**src/rtl/seg_pkg.sv**
```systemverilog
// seg_pkg: shared constants and types for the 7-segment scan controller.
//   SEG_0..SEG_9, SEG_BLANK : {a,b,c,d,e,f,g} active-high segment patterns
//   scan_state_e            : scan controller FSM state
package seg_pkg;

  localparam logic [6:0] SEG_0     = 7'h7E;
  localparam logic [6:0] SEG_1     = 7'h30;
  localparam logic [6:0] SEG_2     = 7'h6D;
  localparam logic [6:0] SEG_3     = 7'h79;
  localparam logic [6:0] SEG_4     = 7'h33;
  localparam logic [6:0] SEG_5     = 7'h5B;
  localparam logic [6:0] SEG_6     = 7'h5F;
  localparam logic [6:0] SEG_7     = 7'h70;
  localparam logic [6:0] SEG_8     = 7'h7F;
  localparam logic [6:0] SEG_9     = 7'h7B;
  localparam logic [6:0] SEG_BLANK = 7'h00;

  typedef enum logic [1:0] {
    IDLE = 2'd0,
    SCAN = 2'd1,
    GAP  = 2'd2
  } scan_state_e;

endpackage

```
**src/rtl/bcd_seg_dec.sv**
```systemverilog
// bcd_seg_dec: combinational BCD to 7-segment decoder.
//   bcd : 4-bit input code
//   seg : {a,b,c,d,e,f,g} active-high; blank for codes 10..15
module bcd_seg_dec
  import seg_pkg::*;
(
  input  logic [3:0] bcd,
  output logic [6:0] seg
);

  always_comb begin
    seg = SEG_BLANK;
    case (bcd)
      4'd0:    seg = SEG_0;
      4'd1:    seg = SEG_1;
      4'd2:    seg = SEG_2;
      4'd3:    seg = SEG_3;
      4'd4:    seg = SEG_4;
      4'd5:    seg = SEG_5;
      4'd6:    seg = SEG_6;
      4'd7:    seg = SEG_7;
      4'd8:    seg = SEG_8;
      4'd9:    seg = SEG_9;
      default: seg = SEG_BLANK;
    endcase
  end

endmodule

```
**src/rtl/seg_scan_ctrl.sv**
```systemverilog
// seg_scan_ctrl: time-multiplexed scan controller for a multi-digit
// 7-segment display with a double-buffered display word.
//   clk, rst    : clock, synchronous active-high reset
//   load        : strobe capturing data_in/dp_in/blank_lz into shadow
//   data_in     : BCD nibbles, digit 0 in bits [3:0]
//   dp_in       : decimal point per digit
//   blank_lz    : leading-zero blanking enable
//   seg, dp     : segments / decimal point of the lit digit (registered)
//   digit_en    : one-hot digit enable, zero during gaps and idle
//   frame_start : one-cycle pulse on entry to digit 0's slot
module seg_scan_ctrl
  import seg_pkg::*;
#(
  parameter int NUM_DIGITS = 4,
  parameter int SCAN_DIV   = 16,
  parameter int BLANK_GAP  = 1
) (
  input  logic                    clk,
  input  logic                    rst,
  input  logic                    load,
  input  logic [4*NUM_DIGITS-1:0] data_in,
  input  logic [NUM_DIGITS-1:0]   dp_in,
  input  logic                    blank_lz,
  output logic [6:0]              seg,
  output logic                    dp,
  output logic [NUM_DIGITS-1:0]   digit_en,
  output logic                    frame_start
);

  localparam int DW   = 4 * NUM_DIGITS;
  localparam int IW   = $clog2(NUM_DIGITS);
  localparam int MAXC = (SCAN_DIV > BLANK_GAP) ? SCAN_DIV : BLANK_GAP;
  localparam int CW   = (MAXC > 1) ? $clog2(MAXC) : 1;

  localparam logic [CW-1:0] SCAN_LD  = CW'(SCAN_DIV - 1);
  localparam logic [CW-1:0] GAP_LD   = CW'((BLANK_GAP > 0) ? BLANK_GAP - 1 : 0);
  localparam logic [IW-1:0] LAST_IDX = IW'(NUM_DIGITS - 1);

  scan_state_e           state_q, state_d;
  logic [IW-1:0]         idx_q, idx_d;
  logic [CW-1:0]         cnt_q, cnt_d;
  logic [DW-1:0]         sh_data_q, sh_data_d, act_data_q, act_data_d;
  logic [NUM_DIGITS-1:0] sh_dp_q, sh_dp_d, act_dp_q, act_dp_d;
  logic                  sh_blz_q, sh_blz_d, act_blz_q, act_blz_d;
  logic                  pend_q, pend_d;
  logic [6:0]            seg_q, seg_d;
  logic                  dp_q, dp_d;
  logic [NUM_DIGITS-1:0] en_q, en_d;
  logic                  fs_q, fs_d;

  logic                  commit;
  logic                  wrap;
  logic [IW-1:0]         next_idx;
  logic [3:0]            nib;
  logic [6:0]            dec_seg;
  logic [NUM_DIGITS-1:0] lz_blank;
  logic [NUM_DIGITS-1:0] onehot;
  logic                  sel_dp, sel_lz, upper_zero;

  assign wrap     = (idx_q == LAST_IDX);
  assign next_idx = wrap ? '0 : idx_q + 1'b1;

  // Slot sequencing. commit marks entry into digit 0's slot: the only point
  // where the active buffer may change, so a frame is never torn.
  always_comb begin
    state_d = state_q;
    idx_d   = idx_q;
    cnt_d   = cnt_q;
    commit  = 1'b0;
    unique case (state_q)
      IDLE: begin
        if (load) begin
          state_d = SCAN;
          idx_d   = '0;
          cnt_d   = SCAN_LD;
          commit  = 1'b1;
        end
      end
      SCAN: begin
        if (cnt_q != '0) begin
          cnt_d = cnt_q - 1'b1;
        end else if (BLANK_GAP == 0) begin
          idx_d  = next_idx;
          cnt_d  = SCAN_LD;
          commit = wrap;
        end else begin
          state_d = GAP;
          cnt_d   = GAP_LD;
        end
      end
      GAP: begin
        if (cnt_q != '0) begin
          cnt_d = cnt_q - 1'b1;
        end else begin
          state_d = SCAN;
          idx_d   = next_idx;
          cnt_d   = SCAN_LD;
          commit  = wrap;
        end
      end
      default: state_d = IDLE;
    endcase
  end

  // Double buffer. Leaving IDLE commits the load being taken that cycle
  // directly; at later frame boundaries a coincident load only reaches
  // shadow and waits for the following boundary.
  always_comb begin
    sh_data_d  = load ? data_in  : sh_data_q;
    sh_dp_d    = load ? dp_in    : sh_dp_q;
    sh_blz_d   = load ? blank_lz : sh_blz_q;
    pend_d     = pend_q | load;
    act_data_d = act_data_q;
    act_dp_d   = act_dp_q;
    act_blz_d  = act_blz_q;
    if (commit) begin
      if (state_q == IDLE) begin
        act_data_d = data_in;
        act_dp_d   = dp_in;
        act_blz_d  = blank_lz;
        pend_d     = 1'b0;
      end else begin
        act_data_d = sh_data_q;
        act_dp_d   = sh_dp_q;
        act_blz_d  = sh_blz_q;
        pend_d     = load;
      end
    end
  end

  // Digit i>0 is blanked when it and every nibble above it are zero.
  always_comb begin
    lz_blank   = '0;
    upper_zero = 1'b1;
    for (int i = NUM_DIGITS - 1; i > 0; i--) begin
      upper_zero  = upper_zero & (act_data_d[4*i +: 4] == 4'd0);
      lz_blank[i] = act_blz_d & upper_zero;
    end
  end

  // Outputs are computed from next-cycle state and registered, so the pins
  // see no combinational path from any input.
  always_comb begin
    nib    = '0;
    sel_dp = 1'b0;
    sel_lz = 1'b0;
    onehot = '0;
    for (int i = 0; i < NUM_DIGITS; i++) begin
      if (idx_d == IW'(i)) begin
        nib       = act_data_d[4*i +: 4];
        sel_dp    = act_dp_d[i];
        sel_lz    = lz_blank[i];
        onehot[i] = 1'b1;
      end
    end
  end

  bcd_seg_dec u_dec (
    .bcd (nib),
    .seg (dec_seg)
  );

  always_comb begin
    seg_d = SEG_BLANK;
    dp_d  = 1'b0;
    en_d  = '0;
    fs_d  = 1'b0;
    if (state_d == SCAN) begin
      en_d  = onehot;
      seg_d = sel_lz ? SEG_BLANK : dec_seg;
      dp_d  = sel_dp;
      fs_d  = commit;
    end
  end

  always_ff @(posedge clk) begin
    if (rst) begin
      state_q    <= IDLE;
      idx_q      <= '0;
      cnt_q      <= '0;
      sh_data_q  <= '0;
      sh_dp_q    <= '0;
      sh_blz_q   <= 1'b0;
      pend_q     <= 1'b0;
      act_data_q <= '0;
      act_dp_q   <= '0;
      act_blz_q  <= 1'b0;
      seg_q      <= '0;
      dp_q       <= 1'b0;
      en_q       <= '0;
      fs_q       <= 1'b0;
    end else begin
      state_q    <= state_d;
      idx_q      <= idx_d;
      cnt_q      <= cnt_d;
      sh_data_q  <= sh_data_d;
      sh_dp_q    <= sh_dp_d;
      sh_blz_q   <= sh_blz_d;
      pend_q     <= pend_d;
      act_data_q <= act_data_d;
      act_dp_q   <= act_dp_d;
      act_blz_q  <= act_blz_d;
      seg_q      <= seg_d;
      dp_q       <= dp_d;
      en_q       <= en_d;
      fs_q       <= fs_d;
    end
  end

  assign seg         = seg_q;
  assign dp          = dp_q;
  assign digit_en    = en_q;
  assign frame_start = fs_q;

endmodule

```
**config.mk**
```make
export PLATFORM = sky130hd
export DESIGN_NAME = seg_scan_ctrl
export DESIGN_NICKNAME = d
export VERILOG_FILES = /design/src/rtl/seg_pkg.sv /design/src/rtl/bcd_seg_dec.sv /design/src/rtl/seg_scan_ctrl.sv
export SDC_FILE = /design/constraint.sdc
export NUM_CORES = 1
export LEC_CHECK = 0
export ABC_CLOCK_PERIOD_IN_PS = 3900
export CAP_MARGIN = 20
export CORE_MARGIN = 2
export CORE_UTILIZATION = 55
export DETAILED_ROUTE_END_ITERATION = 12
export GPL_TIMING_DRIVEN = 0
export MAX_ROUTING_LAYER = met4
export PLACE_DENSITY = 0.9
export REMOVE_ABC_BUFFERS = 1
export SLEW_MARGIN = 10
export SYNTH_ARGS = -nofsm -noshare
export SYNTH_HDL_FRONTEND = slang
export SYNTH_SLANG_ARGS = --single-unit
```
**constraint.sdc**
```tcl
create_clock -name clk -period 3.9 [get_ports clk]
set_clock_uncertainty 0.2 [all_clocks]
set_input_delay 0.78 -clock clk [delete_from_list [all_inputs] [get_ports clk]]
set_output_delay 0.78 -clock clk [all_outputs]
set_load 0.02 [all_outputs]
```
==> summary.md <==
| Metric | Value |
|---|---|
| Core Util, Final | `0.6710` |
| Synth warn | `0` |
| Crit path kind | `flop to flop` |
| Clock sinks | `63` |
| Buffers plus inverters on the worst setup path | `2` |
| DRT iter0 DRCs | `195` |
| CP cell instances | `inv_1 -> ha_2 -> inv_1 -> o31ai_4 -> o2bb2a_1 -> mux2i_1 -> nor2_1 -> or2_2 -> ha_1 -> mux2_4 -> a21oi_1` |
| Hold Crit Class | `flop to flop` |
| Overall routing resource usage | `0.2466` |
| Skew-Pair Late Insertion Delay | `around 0.35 ns` |
| Fin cells | `454` |
| Cell family with most CP delay | `compound AO/OA/AOI/OAI gates` |
| Final Hold Vio Count | `0` |
| Fin. max-slew vios | `0` |
| Relative slew slack | `0.3855` |
| Net switching fraction of the power | `0.3124` |
| Clk pwr share | `0.307` |
| FMAX | `0.2732 GHz` |
| Sequential Power Share | `0.418` |
| Critical Path Source Type | `flop` |
| Maximum Capacitance Violations | `0` |
| Final Cell Area | `3717 um^2` |
| Register bit total from synthesis | `63` |
| Largest net degree at the start of global routing | `49` |
| Post-Synth Simple-Gate Area | `0.1729` |
| Vias in the first global route | `2516` |
| P_leak | `roughly 1.5 nW` |
| Outcome | `complete, no violations` |
| H-tree depth | `3` |
| Pwr/cell area | `481.9 nW/um^2` |
| Final hold slack | `a little under 0.3 ns` |
| Yosys cell types | `54` |
| CTS tree | `yes` |
| Worst vdd ir | `0.2852 mV` |
| Period Utilization, post-route | `0.9386` |
| Mapped Cells | `355` |
| Core Rows | `27` |
| Clock root buffer | `clkbuf_8` |
| Sw power | `0.0005595 W` |
| Port bufs | `36` |
| DP Cell Count | `~440` |
| Combinational power share | `0.275` |
| Most frequent cells in the layout | `dfxtp_1, nor2_1, clkdlybuf4s50_1` |
| Die Y | `79.82 um` |
| Initial Utilization | `0.5707` |
| Area of the mapped netlist | `between 3000 and 4000 um^2` |
| Routed WL | `6958 um` |
| Critical Path AT | `3.74 ns` |
| CP required | `3.98 ns` |
| Drt wl/cell | `15.33 um` |
| RSZ-0062 raised after global routing | `no` |
| Core ar. | `5540 um^2` |
| Synth Area in Compound Gates | `0.2149` |
| Crit-path most repeated cell | `inv_1` |
| Final HPWL DP | `4767 um` |
| Die Wd | `79.82 um` |
| Fin crit period | `3.661 ns` |
| Initial antenna violation count | `0` |
| Die ar. | `approximately 6400 um^2` |
| Filler Cell Count | `458` |
| IO Pins | `37` |
| RD Place Congestion | `0.8664` |
| Synth Area in Adders | `0.04353` |
| Post CTS Setup Buffer Count | `0` |
| Antenna-violating nets left | `0` |
| Congestion Overflow GR | `0` |
| Final setup violation count | `0` |
| CP Capture Type | `flop` |
| Cell Int Power | `0.001232 W` |
| Worst-path clk slew | `roughly 0.070 ns` |
| Antenna diode count | `0` |
| Vias | `2661` |
| Post-synth EDFFs | `0` |
| DR pass1 iterations | `5` |
| TritonCTS buffer count | `9` |
| Vias per cell | `5.861` |
| DRC | `0` |
| Ys async rst share | `0` |
| Critical-path top delay cell | `o31ai_4` |
| Mux share of post-synthesis cell area | `0.1247` |
| Most common cell after layout, fill and taps aside | `dfxtp_1` |
| Area growth syn-to-layout | `17.57%` |
| Synthesized area per cell | `8.906 um^2` |
| Main combinational cell family by area after synthesis | `compound AO/OA/AOI/OAI gates` |
| Clock Tree Buf Depth | `2` |
| Maximum fanout along the worst path | `19` |
| Worst Max-Slew Pin Slew | `0.9149 ns` |
| Synth Flop Type | `dfxtp_1` |
| Final nets | `between 400 and 500` |
| Post-synthesis xor/xnor area fraction | `0` |
| CP peak stage delay | `0.55 ns` |
| # hold bufs at CTS | `0` |
| First-pass GRT wire length | `11790 um` |
| Seq/Total Area, Yosys | `0.3989` |
| Fraction of layout instances using a drive strength above 1 | `0.09424` |
| DP Area | `3511 um^2` |
[path summary, 6_finish.rpt]
kind                             start                        end  slack [ns]  cells after the start
min          sh_data_q[7]$_SDFFE_PP0P_  sh_data_q[7]$_SDFFE_PP0P_        0.30                      2
max              state_q[0]$_SDFF_PP0_          seg[3]$_SDFF_PP0_        0.24                     11
min reg2reg  sh_data_q[7]$_SDFFE_PP0P_  sh_data_q[7]$_SDFFE_PP0P_        0.30                      2
max reg2reg      state_q[0]$_SDFF_PP0_          seg[3]$_SDFF_PP0_        0.24                     11
[through the flow]
step	total power, W	setup slack [ns]	setup TNS, ns
floorplan	0.001081	0.4263	0
global placement	0.001224	-1.131	-8.092
detailed placement	0.001246	-0.1757	-0.5978
CTS	0.001797	0.05221	0
global route	0.001901	0.002450	0
finish	0.001791	0.2395	0
[worst min-delay path, delay by kind of cell, from the launching register on]
kind,cells,cell delay (ns)
DFF,1,0.33
muxes,1,0.06
and+or+nand+nor,1,0.07
[synthesized netlist by cell type (3+ instances only)]
master,n,area share
nor3_1,6,0.0095
a21o_1,7,0.017
nor2_1,57,0.068
clkbuf_1,21,0.025
and2_1,5,0.0099
dfxtp_1,63,0.40
mux2i_1,33,0.10
a21oi_1,9,0.014
nor2b_1,9,0.018
inv_1,6,0.0071
o211ai_1,11,0.026
a21boi_0,4,0.0095
nand3_1,6,0.0095
o2bb2a_1,3,0.0095
o21ai_0,23,0.036
buf_6,3,0.011
a211oi_1,10,0.024
ha_1,11,0.044
a22oi_1,3,0.0071
nand2_1,21,0.025
[state kept, by name, indices dropped and copies added (netlist names), 2 cells and up]
name	count
idx_q	2
seg	7
sh_data_q	16
digit_en	4
act_dp_q	4
sh_dp_q	4
act_data_q	16
cnt_q	4
state_q	2
[power groups by stage]
stage / Clock, W / Sequential (W) / Combinational, W
floorplan: 0 / 0.000773 / 0.000308
global placement: 0 / 0.000755 / 0.000469
detailed placement: 0 / 0.000762 / 0.000484
CTS: 0.000559 / 0.000748 / 0.000489
global route: 0.000599 / 0.000756 / 0.000546
finish: 0.000550 / 0.000749 / 0.000492
[area by class of cell]
type,count,area (um^2),area share
Clock buffer,12,145.1,0.03904
Clock inverter,4,45.04,0.01212
Inverter,6,22.52,0.006059
Multi-Input combinational cell,260,1783,0.4796
Sequential cell,63,1261,0.3393
Tap cell,72,90.09,0.02423
Timing Repair Buffer,37,370.4,0.09963
[per-layer routing]
metal	track usage	up-vias	share of wire
met3	0.07692	12	0.050
li1	-	1309	-
met4	0.08983	0	0.017
met1	0.2993	1260	0.45
met5	-	-	0
met2	0.3874	80	0.49
[cells by family after synthesis]
kind of cell / Yosys count
multiplexers: 37
buffers and inverters: 32
flip-flops: 63
adder cells (fa/ha/maj): 11
AND/OR/NAND/NOR: 118
AO/OA/AOI/OAI: 94
[what timing repair did]
item,4_1_cts,5_1_grt
hold endpoints to repair,0,0
setup endpoints to repair,7,7
gates resized for setup,2,3
cloned,0,0
(Power assumes the default switching activity.)
